--- src/rtl/dual_acc_regfile.sv ---
// Register file for the double accumulator datapath: ACC, ACCO, SP, RA plus
// optional general registers, two combinational read ports, one write port.
module dual_acc_regfile #(
   parameter int                WIDTH    = 16,
   parameter int                NREGS    = 4,
   parameter int                ADDR_W   = $clog2(NREGS),
   parameter logic [WIDTH-1:0]  SP_RESET = {WIDTH{1'b0}},
   parameter int                SP_STEP  = 2,
   parameter bit                BYPASS   = 1'b1
) (
   input  logic              CLK,
   input  logic              rst,
   input  logic              write,
   input  logic [ADDR_W-1:0] wrAddr,
   input  logic [WIDTH-1:0]  wrData,
   input  logic [ADDR_W-1:0] rdAddrA,
   input  logic [ADDR_W-1:0] rdAddrB,
   output logic [WIDTH-1:0]  rdDataA,
   output logic [WIDTH-1:0]  rdDataB,
   input  logic              swap,
   input  logic              spInc,
   input  logic              spDec,
   input  logic              linkWr,
   input  logic [WIDTH-1:0]  linkData,
   output logic [WIDTH-1:0]  ACCData,
   output logic [WIDTH-1:0]  ACCOData,
   output logic [WIDTH-1:0]  SPData,
   output logic [WIDTH-1:0]  RAData,
   output logic              spFault
);

   localparam int ACC_IDX  = 0;
   localparam int ACCO_IDX = 1;
   localparam int SP_IDX   = 2;
   localparam int RA_IDX   = 3;
   localparam logic [WIDTH:0] STEP_EXT = (WIDTH+1)'(SP_STEP);

   logic [WIDTH-1:0] regFile_r [NREGS];
   logic [WIDTH-1:0] regNext_s [NREGS];
   logic             spFault_r;
   logic             faultNext_s;
   logic             stepFault_s;
   logic             wrValid_s;
   logic [WIDTH:0]   spSum_s;

   // Out-of-range addresses read as zero; bypass covers only the general write port
   function automatic logic [WIDTH-1:0] readMux(input logic [ADDR_W-1:0] addr);
      logic [WIDTH-1:0] val;
      if (int'(addr) >= NREGS) begin
         val = {WIDTH{1'b0}};
      end else if (BYPASS && write && (addr == wrAddr)) begin
         val = wrData;
      end else begin
         val = regFile_r[addr];
      end
      return val;
   endfunction

   // Next-state of every register and of the sticky fault flag
   always_comb begin
      for (int i = 0; i < NREGS; i++) begin
         regNext_s[i] = regFile_r[i];
      end
      stepFault_s = 1'b0;
      spSum_s     = {1'b0, regFile_r[SP_IDX]};
      wrValid_s   = write && (int'(wrAddr) < NREGS);

      if (swap) begin
         regNext_s[ACC_IDX]  = regFile_r[ACCO_IDX];
         regNext_s[ACCO_IDX] = regFile_r[ACC_IDX];
      end else begin
         regNext_s[ACC_IDX]  = regFile_r[ACC_IDX];
         regNext_s[ACCO_IDX] = regFile_r[ACCO_IDX];
      end

      // The extra MSB of the widened sum is the carry (inc) or borrow (dec)
      case ({spInc, spDec})
         2'b10: begin
            spSum_s               = {1'b0, regFile_r[SP_IDX]} + STEP_EXT;
            regNext_s[SP_IDX]     = spSum_s[WIDTH-1:0];
            stepFault_s           = spSum_s[WIDTH];
         end
         2'b01: begin
            spSum_s               = {1'b0, regFile_r[SP_IDX]} - STEP_EXT;
            regNext_s[SP_IDX]     = spSum_s[WIDTH-1:0];
            stepFault_s           = spSum_s[WIDTH];
         end
         default: begin
            regNext_s[SP_IDX]     = regFile_r[SP_IDX];
            stepFault_s           = 1'b0;
         end
      endcase

      if (linkWr) begin
         regNext_s[RA_IDX] = linkData;
      end else begin
         regNext_s[RA_IDX] = regFile_r[RA_IDX];
      end

      for (int i = 0; i < NREGS; i++) begin
         regNext_s[i] = (wrValid_s && (int'(wrAddr) == i)) ? wrData : regNext_s[i];
      end

      if (wrValid_s && (int'(wrAddr) == SP_IDX)) begin
         faultNext_s = 1'b0;
      end else begin
         faultNext_s = spFault_r | stepFault_s;
      end
   end

   // Register array and fault flag; reset drops any update pending this cycle
   always_ff @(posedge CLK or negedge rst) begin
      if (!rst) begin
         for (int i = 0; i < NREGS; i++) begin
            regFile_r[i] <= (i == SP_IDX) ? SP_RESET : {WIDTH{1'b0}};
         end
         spFault_r <= 1'b0;
      end else begin
         for (int i = 0; i < NREGS; i++) begin
            regFile_r[i] <= regNext_s[i];
         end
         spFault_r <= faultNext_s;
      end
   end

   // Read ports and direct register taps
   always_comb begin
      rdDataA  = readMux(rdAddrA);
      rdDataB  = readMux(rdAddrB);
      ACCData  = regFile_r[ACC_IDX];
      ACCOData = regFile_r[ACCO_IDX];
      SPData   = regFile_r[SP_IDX];
      RAData   = regFile_r[RA_IDX];
      spFault  = spFault_r;
   end

endmodule
--- config.mk ---
export PLATFORM = sky130hd
export DESIGN_NAME = dual_acc_regfile
export DESIGN_NICKNAME = d
export VERILOG_FILES = /design/src/rtl/dual_acc_regfile.sv
export SDC_FILE = /design/constraint.sdc
export NUM_CORES = 1
export LEC_CHECK = 0
export BUFFER_PORTS_ARGS = -buffer_cell sky130_fd_sc_hd__buf_4
export CAP_MARGIN = 20
export CORE_AREA = 8 8 94 117
export DETAILED_ROUTE_END_ITERATION = 8
export DIE_AREA = 0 0 102 125
export PLACE_DENSITY_LB_ADDON = 0.2
export SYNTH_ARGS = -nofsm -noshare
export SYNTH_HDL_FRONTEND = slang
export SYNTH_SLANG_ARGS = --single-unit
--- constraint.sdc ---
create_clock -name CLK -period 2.6 [get_ports CLK]
set_input_delay 0.13 -clock CLK [delete_from_list [all_inputs] [get_ports CLK]]
set_output_delay 0.13 -clock CLK [all_outputs]
set_load 0.03 [all_outputs]
## Word level (Yosys, flattened, before mapping)

Index checks and enable logic that the tools add are counted.

- Add/sub/neg operators: 2
- Magnitude comparators: 2
- Equality and inequality tests: 7
- Multiplexer cells: 17
- Bitwise logic cells: 3
- Reductions and logical operators: 11

Operators by type and width:

| cell | count |
|---|---|
| 16-bit two-way mux | 11 |
| 16-bit binary-select mux with 2-bit select | 2 |
| 32-bit two-way mux | 1 |
| 16-bit one-hot mux with 2 select lines | 1 |
| 16-bit by 2-bit adder with 17-bit output, second input constant | 1 |
| 16-bit by 2-bit subtractor with 17-bit output, second input constant | 1 |
| 2-bit equality test, second input constant | 3 |
| 3-bit >= comparator, second input constant | 2 |
| 1-bit logical AND | 6 |
| 2-bit NOT with 3-bit output | 2 |
| 2-bit nonzero test | 3 |
| 2-bit by 1-bit equality test with 1-bit output, second input constant | 2 |
| 2-bit equality test | 2 |
| 3-bit nonzero test | 1 |
| 2-bit zero test | 1 |
| 1-bit one-hot mux with 2 select lines | 1 |
| 1-bit two-way mux | 1 |
| 1-bit bitwise OR | 1 |

- Register bits after elaboration: 65
- Output and inout bits: 97
- Word-level logic and storage cells: 47

## Depth between registers and ports, before layout

Gate-level depths: netlist of run 1.

- Depth in word-level cells: 5
- Mapped depth: 8
- Mapped depth without buffers: 7

## Worst setup path after synthesis of run 1

No wires, ideal clock.

- Path type: flip-flop to flip-flop
- Start: reg regFile_r, in the netlist SPData[10]
- End: reg regFile_r, in the netlist SPData[13]
- Library setup time: 0.122 ns
- Arrival time: 2.006 ns
- Path slack: 0.471 ns
- Cell stages (with the launch flop): 7
- Path buffers: 1
- Period minus slack after synthesis: 2.129 ns
- Path through: dfrtp_1 buf_6 or4_1 or4_4 a211oi_2 xnor2_1 a21oi_2

- Cells in the longest elaborated chain, start to end: 3
- Elaborated cells between the ends (all ways): 4
- Classes of those cells: add/sub (2); mux (2)

Ends and longest elaborated chain:

| element | line | source |
|---|---|---|
| start: declaration | 38 | `logic [WIDTH-1:0] regFile_r [NREGS];` |
| start signal: indexed assignment | 115 | `regFile_r[i] <= (i == SP_IDX) ? SP_RESET : {WIDTH{1'b0}};` |
| start signal: indexed assignment | 120 | `regFile_r[i] <= regNext_s[i];` |
| 16-bit by 2-bit subtractor with 17-bit output or 16-bit by 2-bit adder with 17-bit output (tied branches) | 84, 79 |  |
| 16-bit one-hot mux with 2 select lines * | 77 | `case ({spInc, spDec})` |
| 16-bit two-way mux * | 101 | `regNext_s[i] = (wrValid_s && (int'(wrAddr) == i)) ? wrData : regNext_s[i];` |

Every way passes the cells marked *; elsewhere a longest branch is shown, timed or not.
A chain may end at the register's enable or synchronous reset.

## Worst setup path in the final report of run 1

- Start: reg regFile_r, in the netlist SPData[5]
- End: reg regFile_r, in the netlist SPData[15]

The elaborated chain is that of the path after synthesis.

==> results.yml, run 1 <==
outcome:
  outcome: "finished clean"
placed_design:
  place_congestion: 0.9519
  hpwl_um: 10780
  place.port_buffers: 141
synth:
  syn-instance-count: 437
  synthesis.nets: 486
  syn_avg_cell_area_um2: 10.66
  yosys_warnings: 0
  synth_cell_types: 48
  synth.ff_latch_count: 65
  async_sr_flop_fraction: 1.000
  syn_area_um2: 4657
  synth_top_flop_cell: "dfrtp_1"
  synth-seq-area-share: 0.3493
  synth-edff-count: 0
sta:
  clock-skew-final_ns: 0.004300
  min_period_over_period: 0.7900
  setup_repair_after_global_routing_missed_its_margin: "false"
  timing.setup.tns_ns: 0
  hold_viol: 0
  maxSlewViolCount: 0
  timing.max_slew.rel_slack: 0.4243
  finalCriticalPeriod_ns: 2.054
  worstMarginPinSlew_ns: 0.8636
  fmax_ghz: 0.4868
  timing.hold.ws_ns: 0.05714
  final-setup-viol-count: 0
power_and_ir_drop:
  leakagePower_uw: 0.002656
  power.density_cell_area_nw_per_um2: 950.9
  worst_ir_drop_vdd_uv: 455.0
  fin_total_pwr_uw: 5751
drt:
  detailedRoute.firstPassIterationCount: 5
  drc: 0
  via_per_inst: 5.933
  wire_per_inst_um: 22.15
  route.antenna.remaining_nets: 0
  route.vias.total: 4100
  detail_route.iter0.violations: 345
  routed_wire_length_um: 15310
finish:
  final_net_count: 610
  layout.cells.most_common_list: "buf_4 (150), dfrtp_1 (65), mux2i_1 (50)"
  most_common_cell_after_layout_fill_and_taps_aside: "buf_4"
  area_added_between_synthesis_and_finish_pct: 29.88
  final_layout_size_suffix_gt1_frac: 0.4212
  antennaDiodeCount: 0
  final_design_utilization: 0.6497
worst_setup_path:
  criticalPathCategory: "flip-flop to flip-flop"
  critPathRequiredTime_ns: 2.85
  timing.critical_path.from_type: "flip-flop"
  crit_arrival_ns: 2.30
  max_stage_delay_ns: 0.46
  crit_slowest_cell: "dfrtp_1"
  path_max_fanout: 8
  critical_path.cell_chain: "or3_1, or3_1, o22a_1, or3_1, a31oi_1"
  endpoint_class_of_the_critical_path: "flip-flop"
  cp_common_cell: "or3_1"
clocking:
  h-tree-depth: 3
  clk_pin_slew_ns: 0.05
  ctsLongestPathBuffers: 2
  clock-root-buffer: "clkbuf_16"
  tritoncts_clock_tree: "built"
  post_cts_resize_count: 0
  cts_num_sinks: 65
  cts_buf_count: 9
  clock_latency_ns: 0.33
grt:
  grt_start_max_net_pins: 66
  grt_antenna_before_repair: 0
  global_route_congestion_overflow_total: 0
  grt_pass1_vias: 4221
  wire_length_of_the_first_global_routing_pass_um: 24290
  global_route.usage.total: 0.2471
floorplanning:
  chipHeight_um: 125
  fp.coreArea_um2: 9309
  die_area_um2: 12750
  initial_utilization: 0.5003
  placement_rows: 40
  io_pins: 142
  die_x_um: 102
run:
  max-cap-violations: 0
min_path:
  timing.hold.worst.class: "input port to flip-flop"
[cell type report]
cell class,count,area [um2]
clock buffer,12,256.5
clock inverter,3,40.04
fill,783,3261
inverter,4,15.01
multi-input combinational,329,2796
sequential,65,1627
tap,126,157.7
timing repair buffer,152,1156
[worst paths after layout]
kind | start | end | slack (ns) | cells after the start
max | SPData[5]$_DFFE_PN0P_ | SPData[15]$_DFFE_PN0P_ | 0.55 | 5
min | wrData[4] | RAData[4]$_DFFE_PN0P_ | 0.06 | 3
max reg2reg | SPData[5]$_DFFE_PN0P_ | SPData[15]$_DFFE_PN0P_ | 0.55 | 5
min reg2reg | spFault$_DFF_PN0_ | spFault$_DFF_PN0_ | 0.50 | 1
max in group asynchronous | rst | RAData[13]$_DFFE_PN0P_ | 1.57 | 2
min in group asynchronous | rst | ACCOData[11]$_DFFE_PN0P_ | 0.43 | 2
[cell usage after synthesis, drive strengths merged (2+ instances only)]
master	count	area, um2
dfrtp	65	1627
mux2i	50	500.5
nand2	39	146.4
a21oi	38	197.7
nor2	35	131.4
mux2	34	382.9
o21ai	34	170.2
mux4	32	728.2
clkbuf	25	128.9
xnor2	17	148.9
buf	14	95.08
nand3	6	30.03
a211oi	4	35.03
ha	4	50.05
inv	4	15.01
or3	4	25.02
nand3b	3	22.52
nand4	3	18.77
nor4	3	18.77
a22oi	2	15.01
and3	2	17.52
and3b	2	18.77
and4	2	21.27
nor2b	2	12.51
nor3	2	10.01
nor3b	2	15.01
or4	2	18.77
[metal layers]
| metal | part of all wire | GRT usage | vias up |
|---|---|---|---|
| met5 | 0 | 0 | - |
| met4 | 0.013 | 0.07799 | 0 |
| met3 | 0.068 | 0.05275 | 17 |
| met2 | 0.51 | 0.3998 | 163 |
| met1 | 0.41 | 0.3185 | 2052 |
| li1 | - | - | 1868 |
[flip-flops by register name, summed over array words and instances, names as in the netlist]
signal    count
ACCOData     16
SPData       16
spFault       1
RAData       16
ACCData      16
[per-stage QoR]
| stage | instance area, um2 | worst slack [ns] | instances |
|---|---|---|---|
| after floorplan | 4657 | 0.4713 | 437 |
| after global placement | 5742 | 0.5845 | 675 |
| after detailed placement | 5742 | 0.5522 | 675 |
| after CTS | 6048 | 0.5546 | 691 |
| after global routing | 6048 | 0.4266 | 691 |
| final | 6048 | 0.5459 | 691 |
[kinds of logic (layout without fill, tap and decap cells)]
kind of cell,count (synthesis),after routing,synth area share
adder cells (fa/ha/maj),4,4,0.01075
AO/OA/AOI/OAI,81,81,0.09457
XOR/XNOR,18,18,0.03385
multiplexers,116,116,0.3461
buffers and inverters,43,171,0.05131
flip-flops,65,65,0.3493
AND/OR/NAND/NOR,110,110,0.1142
[where the power goes]
part	switching (uW)	total, uW	internal [uW]
Clock	435	1220	785
Combinational	1590	2840	1250
Sequential	421	1690	1270
Total	2450	5750	3300
[worst max-delay path: cells and delay by family, from the launching register on]
family	cells	cell delay (ns)
compound gates	2	0.35
flops	1	0.46
simple gates	3	1.15
[timing repair]
action | 4_1_cts | 5_1_grt
hold buffers | 1 | 0
hold endpoints to repair | 65 | 0
buffers inserted | 0 | 0
No activity file was read; power rests on OpenSTA's default activity.
==> run 2, diff against run 1 <==
==> constraint.sdc (replaced) <==
create_clock -name CLK -period 2 [get_ports CLK]
set_input_delay 0.1 -clock CLK [delete_from_list [all_inputs] [get_ports CLK]]
set_output_delay 0.1 -clock CLK [all_outputs]
set_load 0.03 [all_outputs]
==> run 2 against run 1 <==
Net effect:
- worst setup slack got worse by 0.53 ns
- routed wire length up 0.64%
- clock power increased by 21%
- total power is 31% higher
- hold slack got worse by 0.026 ns
- register-to-register slack got worse by 0.53 ns
- sequential share of layout area shrank 0.64 points
- non-clock buffer count increased by 20
- via count rose by 3.6%
- global-route usage shrank 0.16 points
- critical path type unchanged
- largest cell class unchanged
==> results.yml, run 2 (synthesis results as in run 1) <==
outcome:
  outcome: "finished clean"
sta:
  timing.max_slew.rel_slack: 0.6017
  setup_repair_after_global_routing_missed_its_margin: "true"
  fmax_ghz: 0.5041
  final-setup-viol-count: 0
  min_period_over_period: 0.9919
  clock-skew-final_ns: 0.005077
  hold_viol: 0
  finalCriticalPeriod_ns: 1.984
  timing.setup.tns_ns: 0
  worstMarginPinSlew_ns: 0.5975
  maxSlewViolCount: 0
placed_design:
  place.port_buffers: 141
  place_congestion: 0.8528
  placedCellCount: 695
  hpwl_um: 11410
floorplanning:
  chipHeight_um: 125
  die_x_um: 102
  fp.coreArea_um2: 9309
  placement_rows: 40
  io_pins: 142
  die_area_um2: 12750
  initial_utilization: 0.5003
drt:
  detailedRoute.firstPassIterationCount: 5
  route.antenna.remaining_nets: 0
  routed_wire_length_um: 15400
  drc: 0
  route.vias.total: 4246
  wire_per_inst_um: 21.63
  via_per_inst: 5.963
  detail_route.iter0.violations: 230
power_and_ir_drop:
  power_switching_uw: 3265
  worst_ir_drop_vdd_uv: 610.1
  switching_share: 0.4330
  power_report.internal_total_uw: 4275
  p_clk_frac: 0.196
  power.density_cell_area_nw_per_um2: 1214
  leakagePower_uw: 0.002741
  pwr-share-comb: 0.529
  power_frac_seq: 0.275
finish:
  final_net_count: 630
  num-fill-cells: 787
  antennaDiodeCount: 0
  layout.cells.most_common_list: "buf_4 (169), dfrtp_1 (62), mux2i_1 (50)"
  register_area_um2: 1630
  area_added_between_synthesis_and_finish_pct: 33.37
  most_common_cell_after_layout_fill_and_taps_aside: "buf_4"
  final_layout_size_suffix_gt1_frac: 0.4522
  multiInputGateArea_um2: 2808
  layout.cells.non_filler: 712
grt:
  global_route_congestion_overflow_total: 0
  wire_length_of_the_first_global_routing_pass_um: 24100
  busiest_layer: "met2"
  grt_start_max_net_pins: 45
  grt_pass1_vias: 4366
  gr-usage-met2: 0.4051
  met1_capacity_usage_during_global_routing: 0.2988
  global_route.usage.total: 0.2455
  groute.layer.met3.usage: 0.05441
  grt_antenna_before_repair: 0
run:
  max-cap-violations: 0
clocking:
  clock-root-buffer: "clkbuf_16"
  clock_latency_ns: 0.33
  cts_setup_buffers: 0
  tritoncts_clock_tree: "built"
  cts_buf_count: 9
  cts_num_sinks: 65
  h-tree-depth: 3
  ctsLongestPathBuffers: 2
  clk_pin_slew_ns: 0.06
worst_setup_path:
  timing.critical_path.from_type: "flip-flop"
  worstRegToRegCells: 5
  critical_path.cell_chain: "or4_1, or4_4, a211oi_2, xnor2_1, a21oi_2"
  endpoint_class_of_the_critical_path: "flip-flop"
  crit_arrival_ns: 2.20
  criticalPathCategory: "flip-flop to flip-flop"
  max_stage_delay_ns: 0.53
  path_max_fanout: 2
  crit_slowest_cell: "or4_1"
  critPathRequiredTime_ns: 2.21
min_path:
  hold-path-cell-count: 3
  timing.hold.worst.class: "input port to flip-flop"
run 2: metal layers:
metal	vias to the layer above	share of wire
li1	1906	-
met1	2139	0.40
met2	165	0.51
met3	36	0.061
met4	0	0.027
met5	-	0
run 2: power groups by stage:
stage,clock (uW),sequential [uW],combinational [uW]
detailed placement,0,2080,4000
global placement,0,2050,3940
floorplan,0,2670,1880
global route,1560,2130,4200
CTS,1490,2060,4010
finish,1480,2080,3980
run 2: final timing paths:
path	from	to	slack [ns]
min in group asynchronous	rst	ACCOData[0]$_DFFE_PN0P_	0.32
hold / removal	wrData[10]	RAData[10]$_DFFE_PN0P_	0.03
setup reg to reg	SPData[10]$_DFFE_PN0P_	SPData[13]$_DFFE_PN0P_	0.02
hold reg to reg	spFault$_DFF_PN0_	spFault$_DFF_PN0_	0.51
max in group asynchronous	rst	SPData[15]$_DFFE_PN0P_	1.07
setup / recovery	SPData[10]$_DFFE_PN0P_	SPData[13]$_DFFE_PN0P_	0.02
run 2: final cells by class:
cell class / instances / area share
clock buffers: 10 / 0.03848
clock inverters: 6 / 0.006849
inverters: 4 / 0.002417
multi-input cells: 329 / 0.4521
flip-flops and latches: 65 / 0.2625
well taps: 126 / 0.02538
repair buffers: 172 / 0.2123
run 2: stage by stage:
stage,power (uW),worst slack (ns),cell area (um2),utilization,hold WS (ns)
3_3_place_gp,5991,0.07743,5913,0.6352,0.1329
6_report,7540,0.01613,6211,0.6672,0.03135
3_5_place_dp,6082,0.02875,5913,0.6352,0.1321
4_1_cts,7566,0.01885,6205,0.6665,0.03013
5_1_grt,7891,-0.01959,6211,0.6672,0.02984
2_1_floorplan,4551,-0.08428,4666,-,-0.1956
run 2: what timing repair did:
action                                  in CTS  in global routing
endpoints found under the setup margin       0                  2
endpoints found under the hold margin       42                  0
gates resized for setup                      0                  1
hold buffers                                 1                  0
run 2: critical path: cells and delay by family, from the launching register on:
kind            cells  cell delay [ns]
simple gates        2             0.98
compound gates      2             0.31
flops               1             0.39
xor+xnor            1             0.19
==> run 3, diff against run 2 <==
--- a/config.mk
+++ b/config.mk
@@ -7,9 +7,9 @@
 export LEC_CHECK = 0
 export BUFFER_PORTS_ARGS = -buffer_cell sky130_fd_sc_hd__buf_4
 export CAP_MARGIN = 20
-export CORE_AREA = 8 8 94 117
+export CORE_AREA = 8 8 90 113
 export DETAILED_ROUTE_END_ITERATION = 8
-export DIE_AREA = 0 0 102 125
+export DIE_AREA = 0 0 98 121
 export PLACE_DENSITY_LB_ADDON = 0.2
 export SYNTH_ARGS = -nofsm -noshare
 export SYNTH_HDL_FRONTEND = slang
==> constraint.sdc (replaced) <==
create_clock -name CLK -period 2.3 [get_ports CLK]
set_input_delay 0.115 -clock CLK [delete_from_list [all_inputs] [get_ports CLK]]
set_output_delay 0.115 -clock CLK [all_outputs]
set_load 0.03 [all_outputs]
==> run 3 against run 2 <==
Net effect:
- count of clock-buffer cells in the layout rose by 3
- core utilization rose by 3.8 points
- critical path depth stayed put
- register-to-register slack better by 0.26 ns
- critical path type unchanged
- die area decreased by 7.0%
- maximum frequency is 1.9% lower
- flip-flop and latch count unchanged
- design area down 4.4%
- worst setup slack improved by 0.26 ns
==> results.yml, run 3 (synthesis results as in run 1) <==
finish:
  most_common_cell_after_layout_fill_and_taps_aside: "buf_4"
  multiInputGateArea_um2: 2796
  area_added_between_synthesis_and_finish_pct: 27.51
  layout.cells.most_common_list: "buf_4 (154), dfrtp_1 (65), mux2i_1 (50)"
  antennaDiodeCount: 0
  final_layout_size_suffix_gt1_frac: 0.4228
  register_area_um2: 1627
  num-fill-cells: 659
  finish.instance_area_um2: 5938
  final_net_count: 614
  layout.cells.non_filler: 670
clocking:
  h-tree-depth: 3
  ctsLongestPathBuffers: 2
  tritoncts_clock_tree: "built"
  cts_setup_buffers: 0
  cts_buf_count: 9
  hold_buffers: 1
  post_cts_resize_count: 0
  clk_pin_slew_ns: 0.07
  clock-root-buffer: "clkbuf_8"
  clock_latency_ns: 0.35
  cts_num_sinks: 65
worst_setup_path:
  critPathRequiredTime_ns: 2.53
  crit_arrival_ns: 2.25
  path_max_fanout: 8
  endpoint_class_of_the_critical_path: "flip-flop"
  criticalPathCategory: "flip-flop to flip-flop"
  timing.critical_path.from_type: "flip-flop"
power_and_ir_drop:
  leakagePower_uw: 0.002620
  p_clk_frac: 0.157
  power.density_cell_area_nw_per_um2: 1035
  power_switching_uw: 2738
  power_frac_seq: 0.303
  pwr-share-comb: 0.541
  switching_share: 0.4453
  power_report.internal_total_uw: 3410
  worst_ir_drop_vdd_uv: 531.3
sta:
  timing.max_slew.rel_slack: 0.4475
  clock-skew-final_ns: 0.004174
  finalCriticalPeriod_ns: 2.022
  fmax_ghz: 0.4946
  final-setup-viol-count: 0
  finalWorstSetupSlack_ns: 0.2781
  timing.setup.tns_ns: 0
  worstMarginPinSlew_ns: 0.8287
  setup_repair_after_global_routing_missed_its_margin: "false"
  timing.hold.ws_ns: 0.02675
  min_period_over_period: 0.8791
  maxSlewViolCount: 0
  hold_viol: 0
drt:
  route.vias.total: 4209
  via_per_inst: 6.282
  wire_per_inst_um: 21.82
  detailedRoute.firstPassIterationCount: 4
  route.antenna.remaining_nets: 0
  routed_wire_length_um: 14620
  drc: 0
  detail_route.iter0.violations: 281
floorplanning:
  initial_utilization: 0.5534
  io_pins: 142
  placement_rows: 38
  chipHeight_um: 121
  die_x_um: 98
  fp.coreArea_um2: 8416
  die_area_um2: 11860
run:
  max-cap-violations: 0
placed_design:
  placedCellCount: 653
  dp_worst_setup_slack_ns: 0.2564
  place.port_buffers: 141
  total_cell_area_at_the_placement_stage_um2: 5739
  hpwl_um: 10500
  place_congestion: 0.9324
grt:
  global_route.usage.total: 0.2462
  grt_start_max_net_pins: 66
  grt_pass1_vias: 4238
  global_route_congestion_overflow_total: 0
  grt_antenna_before_repair: 0
  wire_length_of_the_first_global_routing_pass_um: 22960
outcome:
  outcome: "finished clean"
min_path:
  timing.hold.worst.class: "input port to flip-flop"
## run 3: final cells by class
cell class,count,area share
multi-input cells,329,0.4709
flip-flops and latches,65,0.2739
repair buffers,156,0.1997
clock buffers,13,0.02507
well taps,100,0.02107
clock inverters,3,0.006743
inverters,4,0.002528
## run 3: final timing paths
| kind | end | cells after the start | from | slack [ns] |
|---|---|---|---|---|
| max reg2reg | SPData[13]$_DFFE_PN0P_ | 5 | SPData[9]$_DFFE_PN0P_ | 0.28 |
| min reg2reg | spFault$_DFF_PN0_ | 1 | spFault$_DFF_PN0_ | 0.51 |
| min in group asynchronous | RAData[7]$_DFFE_PN0P_ | 2 | rst | 0.41 |
| min | RAData[3]$_DFFE_PN0P_ | 3 | wrData[3] | 0.03 |
| max in group asynchronous | RAData[1]$_DFFE_PN0P_ | 2 | rst | 1.34 |
| max | SPData[13]$_DFFE_PN0P_ | 5 | SPData[9]$_DFFE_PN0P_ | 0.28 |
## run 3: metrics by stage
stage                     power [uW]  utilization
after CTS                       6154       0.7056
after global placement          5081       0.6820
after global routing            6417       0.7056
final                           6148       0.7056
after detailed placement        5181       0.6820
after floorplan                 3951            -
## run 3: routing by layer
layer,up-vias,GRT usage,part of all wire,wire [um]
li1,1875,-,-,-
met1,2122,0.2926,0.39,5690
met2,177,0.4262,0.51,7514
met3,35,0.04765,0.073,1072
met4,0,0.1046,0.023,342
met5,-,0,0,0
## run 3: critical path, stage by stage, from the launching register on
cell,delay [ns]
dfrtp_1,0.47
or4_1,0.55
or4_4,0.44
a211oi_2,0.21
xnor2_1,0.16
a21oi_2,0.07
## run 3: power groups by stage
stage	logic (uW)	registers, uW	clock network, uW
after floorplan	1640	2320	0
after global placement	3270	1810	0
after detailed placement	3320	1860	0
after CTS	3340	1840	976
after global routing	3500	1900	1020
final	3320	1860	963
